`config.mk`:
```
export PLATFORM = sky130hd
export DESIGN_NAME = pc_trap_unit_flat
export DESIGN_NICKNAME = d
export VERILOG_FILES = /design/src/rtl/pc_trap_unit_if.sv /design/src/rtl/pc_trap_unit.sv /design/src/flat_wrapper.sv
export SDC_FILE = /design/constraint.sdc
export NUM_CORES = 1
export LEC_CHECK = 0
export BUFFER_PORTS_ARGS = -buffer_cell sky130_fd_sc_hd__buf_2
export CAP_MARGIN = 0
export CORE_MARGIN = 4
export CORE_UTILIZATION = 30
export CTS_CLUSTER_DIAMETER = 100
export DETAILED_ROUTE_END_ITERATION = 8
export GPL_ROUTABILITY_DRIVEN = 0
export HOLD_SLACK_MARGIN = 0.03
export PLACE_DENSITY = 0.57
export SYNTH_ARGS = -nofsm -noshare
export SYNTH_HDL_FRONTEND = slang
export SYNTH_SLANG_ARGS = --single-unit
export TNS_END_PERCENT = 10
```
`constraint.sdc`:
```
create_clock -name clk -period 7.1 [get_ports clk]
set_clock_uncertainty 0.2 [all_clocks]
set_input_delay 1.42 -clock clk [delete_from_list [all_inputs] [get_ports clk]]
set_output_delay 1.42 -clock clk [all_outputs]
set_load 0.05 [all_outputs]
```
`src/rtl/pc_trap_unit_if.sv`:
```
// Fetch-stage PC/trap bus: control requests and next PC in, PC and return-stack status out.
interface pc_trap_unit_if #(
  parameter int WIDTH     = 32,
  parameter int EPC_DEPTH = 4
);
  localparam int DW = $clog2(EPC_DEPTH + 1);

  logic             en;
  logic             trg;
  logic             mret;
  logic [WIDTH-1:0] PC_Next_i;
  logic [WIDTH-1:0] PC_o;
  logic [WIDTH-1:0] EPC_o;
  logic [DW-1:0]    depth_o;
  logic             overflow_o;
  logic             underflow_o;

  modport master (
    output en, trg, mret, PC_Next_i,
    input  PC_o, EPC_o, depth_o, overflow_o, underflow_o
  );

  modport slave (
    input  en, trg, mret, PC_Next_i,
    output PC_o, EPC_o, depth_o, overflow_o, underflow_o
  );
endinterface

```
`src/rtl/pc_trap_unit.sv`:
```
// PC register with trap vector and nested return-address LIFO.
// Define PC_TRG_EDGE_EN to accept traps only on a rising edge of trg.
module pc_trap_unit #(
  parameter int               WIDTH     = 32,
  parameter logic [WIDTH-1:0] RESET_VEC = '0,
  parameter logic [WIDTH-1:0] TRAP_VEC  = WIDTH'(32'h30),
  parameter int               EPC_DEPTH = 4
) (
  input logic          clk,
  input logic          rst,
  pc_trap_unit_if.slave bus
);
  localparam int DW = $clog2(EPC_DEPTH + 1);
  localparam logic [DW-1:0] FULL = DW'(EPC_DEPTH);

  logic [WIDTH-1:0] pc;
  logic [WIDTH-1:0] epc;
  logic [WIDTH-1:0] stack [EPC_DEPTH];
  logic [DW-1:0]    depth;
  logic             ovf;
  logic             unf;
  logic             trap_acc;
  logic             full;
  logic             empty;
  logic             push;

`ifdef PC_TRG_EDGE_EN
  logic trg_q;

  always_ff @(posedge clk or posedge rst) begin
    if (rst) trg_q <= 1'b0;
    else     trg_q <= bus.trg;
  end

  assign trap_acc = bus.trg & ~trg_q;
`else
  assign trap_acc = bus.trg;
`endif

  assign full  = (depth == FULL);
  assign empty = (depth == '0);
  assign push  = trap_acc & ~full;

  // Top of stack lives at index depth-1; an empty stack reads as zero.
  always_comb begin
    epc = '0;
    for (int unsigned i = 0; i < EPC_DEPTH; i++) begin
      if (depth == DW'(i + 1)) epc = stack[i];
    end
  end

  always_ff @(posedge clk or posedge rst) begin
    if (rst) begin
      for (int unsigned i = 0; i < EPC_DEPTH; i++) stack[i] <= '0;
    end else begin
      for (int unsigned i = 0; i < EPC_DEPTH; i++) begin
        if (push && depth == DW'(i)) stack[i] <= bus.PC_Next_i;
      end
    end
  end

  // Trap beats mret beats stall; trap and mret both ignore en.
  always_ff @(posedge clk or posedge rst) begin
    if (rst) begin
      pc    <= RESET_VEC;
      depth <= '0;
      ovf   <= 1'b0;
      unf   <= 1'b0;
    end else if (trap_acc) begin
      pc <= TRAP_VEC;
      if (full) ovf   <= 1'b1;
      else      depth <= depth + DW'(1);
    end else if (bus.mret) begin
      if (!empty) begin
        pc    <= epc;
        depth <= depth - DW'(1);
      end else begin
        pc  <= bus.PC_Next_i;
        unf <= 1'b1;
      end
    end else if (bus.en) begin
      pc <= bus.PC_Next_i;
    end
  end

  assign bus.PC_o        = pc;
  assign bus.EPC_o       = epc;
  assign bus.depth_o     = depth;
  assign bus.overflow_o  = ovf;
  assign bus.underflow_o = unf;
endmodule
```
`src/flat_wrapper.sv`:
```
// flat-port wrapper written by rule: the top's interface ports become plain ports
module pc_trap_unit_flat 
#(
  parameter int               WIDTH     = 32,
  parameter logic [WIDTH-1:0] RESET_VEC = '0,
  parameter logic [WIDTH-1:0] TRAP_VEC  = WIDTH'(32'h30),
  parameter int               EPC_DEPTH = 4
)
  (clk, rst, bus_en, bus_trg, bus_mret, bus_PC_Next_i, bus_PC_o, bus_EPC_o, bus_depth_o, bus_overflow_o, bus_underflow_o);
  pc_trap_unit_if #(.WIDTH(WIDTH), .EPC_DEPTH(EPC_DEPTH)) bus_i ();
  input logic clk;
  input logic rst;
  input wire logic [$bits(bus_i.en)-1:0] bus_en;
  input wire logic [$bits(bus_i.trg)-1:0] bus_trg;
  input wire logic [$bits(bus_i.mret)-1:0] bus_mret;
  input wire logic [$bits(bus_i.PC_Next_i)-1:0] bus_PC_Next_i;
  output wire logic [$bits(bus_i.PC_o)-1:0] bus_PC_o;
  output wire logic [$bits(bus_i.EPC_o)-1:0] bus_EPC_o;
  output wire logic [$bits(bus_i.depth_o)-1:0] bus_depth_o;
  output wire logic [$bits(bus_i.overflow_o)-1:0] bus_overflow_o;
  output wire logic [$bits(bus_i.underflow_o)-1:0] bus_underflow_o;
  assign bus_i.en = bus_en;
  assign bus_i.trg = bus_trg;
  assign bus_i.mret = bus_mret;
  assign bus_i.PC_Next_i = bus_PC_Next_i;
  assign bus_PC_o = bus_i.PC_o;
  assign bus_EPC_o = bus_i.EPC_o;
  assign bus_depth_o = bus_i.depth_o;
  assign bus_overflow_o = bus_i.overflow_o;
  assign bus_underflow_o = bus_i.underflow_o;
  pc_trap_unit #(.WIDTH(WIDTH), .RESET_VEC(RESET_VEC), .TRAP_VEC(TRAP_VEC), .EPC_DEPTH(EPC_DEPTH)) u_core (.clk(clk), .rst(rst), .bus(bus_i));
endmodule
```
==> out/qor.yml, run 1 <==
worst_setup_path:
  required_ps: 5480
  ff2ff_path_depth: 4
  setup.worst_path.start_class: "flip-flop"
  cp-end-kind: "output pin"
  path_class: "flip-flop to output pin"
  worstPathArrival_ps: 3290
  cp_max_fo: 42
  rrSetupSlack_ps: 3480
pwr:
  p_per_area_nw_per_um2: 540
  vdd_drop_max_uv: 299
  finalPower_mw: 4.77
  p_leak_nw: 4.12
cts:
  clock-sinks: 165
  cts_buffers: 17
  cts_resized: 0
  root_buffer: "clkbuf_16"
  clock_path_buffers: 2
  worstSkewPairLatency_ps: 430
  path_clk_slew_ps: 70
  cts_max_level: 4
  cts_setup_buffers: 0
  cts_tree: "done"
  hold_buffers: 0
synthesis:
  yosys.area.top_type_share_pct: 54.8
  synth-seq-cells: 165
  netlist_area_um2: 7530
  synthCells: 597
  synth_warnings: 0
  yosysSeqAreaShare_pct: 54.8
  yosysTopAreaCell: "dfrtp_1"
  synth_nets: 640
  yosys-top-cells-area: "dfrtp_1 55%, mux2_2 18%, a221oi_1 3.7%, a22o_1 3.0%, a21o_2 2.3%"
  synth_cell_type_count: 38
  synth_area_per_cell_um2: 12.6
sta:
  relSlewSlack_pct: 27.4
  finalCriticalPeriod_ps: 4910
  worst_pin_slew_ps: 1090
  rsz0062_at_grt: "false"
  hold_viol: 0
  setup_tns_ps: 0
  fmax_mhz: 204
  drv_slew: 0
  setup_viol: 0
  period_share_pct: 69.1
drt:
  post_drt_wl_per_cell_um: 18.4
  routed_wl_um: 18800
  initialDrtViolationCount: 293
  drc_errors: 0
  via_count: 5108
  ant_nets: 0
  first_pass_iters: 5
  vias_per_cell: 5.01
final_layout:
  ff_latch_area_um2: 4130
  multi_input_area_um2: 3120
  drive_gt1_share_pct: 45.3
  nets: 726
  areaGrowthSynthToFinish_pct: 17.3
  mostFrequentLayoutCell: "dfrtp_1"
  antenna_cells: 0
  nFillCells: 2479
  layout_common_cells: "165 x dfrtp_1, 120 x mux2_2, 105 x buf_2"
  final_cell_area_um2: 8830
global_routing:
  grt_pass1_vias: 5267
  gr-usage-all-layers_pct: 13.9
  antenna_found_initial: 0
  grt_pass1_wl_um: 30800
  grt_max_degree: 110
  globalRouteOverflowTotal: 0
die:
  io_pins: 106
  core-area_um2: 24500
  die_h_um: 166
  start_util_pct: 30.7
  die_area_um2: 27700
  rows: 57
  fp.dieW_um: 166
placed_design:
  port_buffers: 105
  hpwl_um: 11400
  placed_area_um2: 8290
min_path:
  hp-class: "flip-flop to flip-flop"
  holdPathStages: 1
outcome:
  status: "complete, no violations"
flow_run:
  drv_cap: 0
-- flip-flops by register name, indices dropped and copies added (netlist names) --
signal and count:
u_core.bus.PC_o 32, u_core.bus.underflow_o 1, u_core.stack 128, u_core.bus.depth_o 3, u_core.bus.overflow_o 1
-- metal layers --
| layer | GRT usage (%) | routed length, um | vias to the layer above |
|---|---|---|---|
| met4 | 3.31 | 159 | 0 |
| met5 | 0 | 0 | - |
| met2 | 22.7 | 8900 | 93 |
| met3 | 3.34 | 700 | 12 |
| met1 | 18.8 | 9040 | 2664 |
| li1 | - | - | 2339 |
-- cell usage after synthesis (all sizes together) --
cell type  count
dfrtp        165
mux2         120
a21oi         43
nand2         38
a221oi        32
buf           31
nor2          29
a21o          27
a22o          26
inv           15
clkbuf        13
nor2b         11
o21ai          9
a211oi         8
ha             6
nand3b         6
a222oi         2
and2b          2
nand2b         2
nand3          2
nor3b          2
a31o           1
a32o           1
and2           1
nor3           1
nor4b          1
o221ai         1
o31ai          1
xnor2          1
-- layout make-up --
class	instances	share of cell area (%)
Tap cell	324	4.59
Inverter	15	0.694
Sequential cell	165	46.7
Timing Repair Buffer	111	6.46
Clock inverter	14	1.33
Clock buffer	18	4.86
Multi-Input combinational cell	373	35.3
-- report_power, final --
group,leakage [nW],switching [mW],internal (mW)
Combinational,1.83,1.52,0.772
Sequential,2.02,0.228,1.37
Clock,0.266,0.417,0.458
-- worst max-delay path, cell delays in order, from the launching register on --
cell and delay (ps):
dfrtp_1 610, inv_1 170, ha_2 830, nand2b_1 370, a221oi_1 410, a21oi_1 100, inv_1 90, buf_2 260
-- stage by stage --
| step | util, % | instances | hold WS [ps] | worst slack (ps) |
|---|---|---|---|---|
| floorplan | - | 597 | 250 | 1020 |
| global placement | 33.8 | 988 | 247 | 2680 |
| detailed placement | 33.8 | 988 | 260 | 2640 |
| CTS | 36.0 | 1020 | 276 | 2140 |
| global route | 36.0 | 1020 | 309 | 1880 |
| finish | 36.0 | 1020 | 273 | 2190 |
-- worst paths after layout --
path                                        from                    end
hold / removal             u_core.bus.overflow_o  u_core.bus.overflow_o
max in group asynchronous                    rst      u_core.stack[100]
setup / recovery           u_core.bus.depth_o[2]           bus_EPC_o[4]
min in group asynchronous                    rst    u_core.bus.PC_o[29]
setup reg to reg           u_core.bus.depth_o[2]       u_core.stack[22]
hold reg to reg            u_core.bus.overflow_o  u_core.bus.overflow_o
-- kinds of logic after synthesis --
| family | after synthesis | share of synthesized area [%] |
|---|---|---|
| xor gates and xnor gates | 1 | 0.116 |
| AOI/OAI and AO/OA | 151 | 15.7 |
| adders and majority gates | 6 | 0.997 |
| and+or+nand+nor | 95 | 6.33 |
| muxes | 120 | 17.9 |
| DFF | 165 | 54.8 |
| buffers and inverters | 59 | 4.05 |
Power figures use the tool's default switching activity.
==> inputs of run 2 (changes only) <==
- PLACE_DENSITY: 0.57 -> 0.59
- clock period: 7.1 -> 4.13 ns (I/O delays scaled with it)
==> run 2 against run 1 <==
Net effect:
- via count is 0.23% higher
- largest cell class unchanged
- core utilization is 0.29 points higher
- final area is 0.81% higher
- power is 74% higher
- sequential power is 71% higher
- wire length is 2.7% higher
- first-iteration DRC count is 5.8% lower
- count of clock-buffer cells in the layout is 4 higher
- clock power is 74% higher
==> out/qor.yml, run 2 (synthesized netlist as in run 1, its figures left out) <==
outcome:
  status: "complete, no violations"
final_layout:
  fin_util_pct: 36.3
  antenna_cells: 0
  layout_common_cells: "165 x dfrtp_1, 120 x mux2_2, 105 x buf_2"
  mostFrequentLayoutCell: "dfrtp_1"
  largest_reg_flops: 128
  areaGrowthSynthToFinish_pct: 18.2
  regMostFlops: "u_core.stack"
  final_cell_area_um2: 8900
  nets: 731
  drive_gt1_share_pct: 45.4
sta:
  drv_slew: 0
  finalCriticalPeriod_ps: 3870
  hold_viol: 0
  fmax_mhz: 258
  relSlewSlack_pct: 34.9
  fin_ws_ps: 261
  setup_tns_ps: 0
  setup_viol: 0
  period_share_pct: 93.7
  worst_pin_slew_ps: 973
  rsz0062_at_grt: "false"
pwr:
  sw_frac_of_total_pct: 44.9
  combPwrFrac_pct: 48.7
  power_frac_seq_pct: 33.0
  p_switching_mw: 3.72
  internal_power_mw: 4.57
  power.clock.fraction_pct: 18.3
  finalPower_mw: 8.28
  p_per_area_nw_per_um2: 931
  p_leak_nw: 4.14
  vdd_drop_max_uv: 501
drt:
  via_count: 5120
  drc_errors: 0
  routed_wl_um: 19300
  initialDrtViolationCount: 276
  first_pass_iters: 4
  ant_nets: 0
  vias_per_cell: 5.00
  post_drt_wl_per_cell_um: 18.8
cts:
  clock_path_buffers: 2
  root_buffer: "clkbuf_16"
  cts_resized: 0
  cts_max_level: 4
  hold_buffers: 0
  clock-sinks: 165
  cts_setup_buffers: 0
  worstSkewPairLatency_ps: 430
  cts_tree: "done"
  path_clk_slew_ps: 70
  cts_buffers: 17
worst_setup_path:
  worst_path_max_delay_cell: "and2_2"
  path_class: "flip-flop to output pin"
  required_ps: 3100
  critPathMaxStageDelay_ps: 550
  cp-end-kind: "output pin"
  cp_max_fo: 22
  cp_cell_sequence: "inv_1, ha_1, and2_2, buf_4, a221oi_1, a21oi_2, buf_2"
  setup.worst_path.start_class: "flip-flop"
  worstPathArrival_ps: 2840
  rrSetupSlack_ps: 1050
die:
  io_pins: 106
  die_h_um: 166
  die_area_um2: 27700
  rows: 57
  core-area_um2: 24500
  start_util_pct: 30.7
  fp.dieW_um: 166
placed_design:
  pre_cts_ws_ps: 692
  placed_area_um2: 8350
  hpwl_um: 11900
  port_buffers: 105
global_routing:
  grt_pass1_wl_um: 31000
  grt_pass1_vias: 5304
  gr-usage-all-layers_pct: 14.1
  globalRouteOverflowTotal: 0
  antenna_found_initial: 0
  grt_max_degree: 104
min_path:
  hp-class: "input port to async pin"
flow_run:
  drv_cap: 0
## run 2: cell count changes in the layout (fill, tap and decap cells not counted), moves of 2 or more
| cell | delta |
|---|---|
| inv_6 | -4 |
| buf_4 | +3 |
| clkbuf_1 | +3 |
| clkinvlp_4 | +3 |
| buf_12 | +2 |
| inv_8 | -2 |
## run 2: per-layer routing
layer  GRT usage (%)  share of wire (%)
met5               0                  0
met4            3.81               0.96
met3            3.01                3.9
met2            22.6                 47
met1            19.4                 49
## run 2: worst max-delay path: cells and delay by family, from the launching register on
| family | cells | cell delay (ps) |
|---|---|---|
| fa+ha+maj | 1 | 340 |
| compound gates | 2 | 310 |
| flops | 1 | 440 |
| simple gates | 1 | 550 |
| buf+inv | 3 | 740 |
## run 2: final timing paths
path / from / to / cells past startpoint
worst min register to register: u_core.bus.overflow_o / u_core.bus.overflow_o / 1
worst max register to register: u_core.bus.depth_o[1] / u_core.stack[27] / 6
max in group asynchronous: rst / u_core.stack[94] / 3
min in group clk: u_core.bus.overflow_o / u_core.bus.overflow_o / 1
worst max-delay path: u_core.bus.depth_o[1] / bus_EPC_o[24] / 7
worst min-delay path: rst / u_core.bus.PC_o[28] / 2
## run 2: layout make-up
cell class,instances,area [um2]
Fill cell,2441,15600
Sequential cell,165,4130
Multi-Input combinational cell,373,3120
Timing Repair Buffer,116,633
Clock buffer,22,454
Tap cell,324,405
Clock inverter,10,100
Inverter,15,60.1
## run 2: metrics by stage
stage | cells | hold WS, ps
global placement | 993 | 237
floorplan | 597 | 250
CTS | 1025 | 229
finish | 1025 | 225
global route | 1025 | 250
detailed placement | 993 | 243
## run 2: power by group through the flow
| stage | clock network (mW) | registers [mW] | logic [mW] |
|---|---|---|---|
| after CTS | 1.55 | 2.73 | 4.10 |
| after detailed placement | 0 | 2.75 | 4.08 |
| final | 1.52 | 2.73 | 4.04 |
| after global placement | 0 | 2.74 | 4.04 |
| after global routing | 1.62 | 2.82 | 4.33 |
| after floorplan | 0 | 3.08 | 2.80 |
==> inputs of run 3 (changes only) <==
- PLACE_DENSITY: 0.59 -> 0.57
- clock period: 4.13 -> 5 ns (I/O delays scaled with it)
==> run 3 against run 2 <==
Net effect:
- non-clock buffer count increased by 3
- worst hold slack gained 28 ps
- via count shrank 0.88%
- power fell by 18%
- setup slack improved by 550 ps
- largest power group unchanged
==> out/qor.yml, run 3 (synthesized netlist as in run 1, its figures left out) <==
global_routing:
  grt_max_degree: 100
  gr-usage-all-layers_pct: 13.7
  use_met1_pct: 19.5
  globalRouteOverflowTotal: 0
  use_met3_pct: 3.48
  antenna_found_initial: 0
  grt_pass1_wl_um: 30400
  grt.met2_usage_pct: 21.5
  grt_pass1_vias: 5200
  busiest_layer: "met2"
cts:
  cts_tree: "done"
  cts_buffers: 17
  clock-sinks: 165
  clock_path_buffers: 2
  cts_max_level: 4
  cts_setup_buffers: 0
  root_buffer: "clkbuf_16"
  worstSkewPairLatency_ps: 420
  hold_buffers: 0
  path_clk_slew_ps: 70
  cts_resized: 0
sta:
  whs_ps: 253
  hold_viol: 0
  period_share_pct: 83.8
  setup_tns_ps: 0
  drv_slew: 0
  fmax_mhz: 239
  worst_pin_slew_ps: 968
  setup_viol: 0
  rsz0062_at_grt: "false"
  relSlewSlack_pct: 35.2
  finalCriticalPeriod_ps: 4190
final_layout:
  nets: 734
  largest_reg_flops: 128
  antenna_cells: 0
  areaGrowthSynthToFinish_pct: 18.5
  layout_common_cells: "165 x dfrtp_1, 120 x mux2_2, 105 x buf_2"
  drive_gt1_share_pct: 45.6
  regMostFlops: "u_core.stack"
  final_cell_area_um2: 8930
  mostFrequentLayoutCell: "dfrtp_1"
  nFillCells: 2462
  fin_util_pct: 36.4
placed_design:
  hpwl_um: 11900
  port_buffers: 105
  placed_area_um2: 8370
pwr:
  power.clock.fraction_pct: 18.4
  p_per_area_nw_per_um2: 763
  vdd_drop_max_uv: 463
  p_switching_mw: 3.03
  power_frac_seq_pct: 33.4
  sw_frac_of_total_pct: 44.5
  p_leak_nw: 4.17
  internal_power_mw: 3.78
  combPwrFrac_pct: 48.2
die:
  die_area_um2: 27700
  io_pins: 106
  fp.dieW_um: 166
  start_util_pct: 30.7
  rows: 57
  die_h_um: 166
  core-area_um2: 24500
drt:
  vias_per_cell: 4.94
  drc_errors: 0
  via_count: 5075
  initialDrtViolationCount: 293
  routed_wl_um: 18600
  post_drt_wl_per_cell_um: 18.1
  ant_nets: 0
  first_pass_iters: 4
worst_setup_path:
  r2r_start: "u_core.bus.depth_o[0]"
  r2r_end: "u_core.stack[1]"
  cp_max_fo: 22
  worstPathArrival_ps: 2990
  ff2ff_path_depth: 7
  required_ps: 3800
  cp-endpoint: "bus_EPC_o[4]"
  startpoint: "u_core.bus.depth_o[2]"
  cp-end-kind: "output pin"
  rrSetupSlack_ps: 1560
  setup.worst_path.start_class: "flip-flop"
  path_class: "flip-flop to output pin"
flow_run:
  drv_cap: 0
outcome:
  status: "complete, no violations"
min_path:
  hp-class: "flip-flop to flip-flop"
-- run 3: cell types whose count changed in the layout (fill, tap and decap cells not counted), moves of 2 or more --
cell        change
buf_4           +3
clkbuf_1        -3
clkinv_2        +4
clkinvlp_4      -2
-- run 3: final cells by class --
class	count	area [um2]	share of cell area (%)
clock buffers	20	457	5.11
clock inverters	12	105	1.18
inverters	15	60.1	0.673
multi-input cells	373	3120	34.9
flip-flops and latches	165	4130	46.2
well taps	324	405	4.54
repair buffers	119	656	7.34
-- run 3: power groups by stage --
stage               Clock (mW)  Sequential [mW]  Combinational (mW)
finish                    1.25             2.27                3.29
global route              1.35             2.34                3.54
CTS                       1.30             2.27                3.34
detailed placement           0             2.29                3.34
global placement             0             2.27                3.31
floorplan                    0             2.54                2.31
-- run 3: per-layer routing --
metal,vias to the layer above,share of wire [%]
met5,-,0
met4,0,0.63
met3,7,3.8
met2,90,46
met1,2604,49
li1,2374,-
-- run 3: worst min-delay path by stage --
stage                          startpoint                    end  slack, ps  cells past startpoint
CTS                 u_core.bus.overflow_o  u_core.bus.overflow_o        260                      1
finish              u_core.bus.overflow_o  u_core.bus.overflow_o        250                      1
detailed placement  u_core.bus.overflow_o  u_core.bus.overflow_o        240                      1
global route        u_core.bus.overflow_o  u_core.bus.overflow_o        270                      1
global placement    u_core.bus.overflow_o  u_core.bus.overflow_o        240                      1
floorplan                 u_core.stack[4]        u_core.stack[4]        250                      2
-- run 3: critical path: stages (launching register included) --
cell      delay, ps
dfrtp_1         590
inv_1           170
ha_2            520
buf_4           360
a21oi_1          70
a221oi_1        360
a21oi_1         130
inv_1            80
buf_2           260
-- run 3: through the flow --
| stage | setup slack, ps | total power, mW | cells |
|---|---|---|---|
| floorplan | 1070 | 4.86 | 597 |
| global placement | 1280 | 5.58 | 996 |
| detailed placement | 1270 | 5.62 | 996 |
| CTS | 789 | 6.91 | 1028 |
| global route | 611 | 7.24 | 1028 |
| finish | 812 | 6.81 | 1028 |
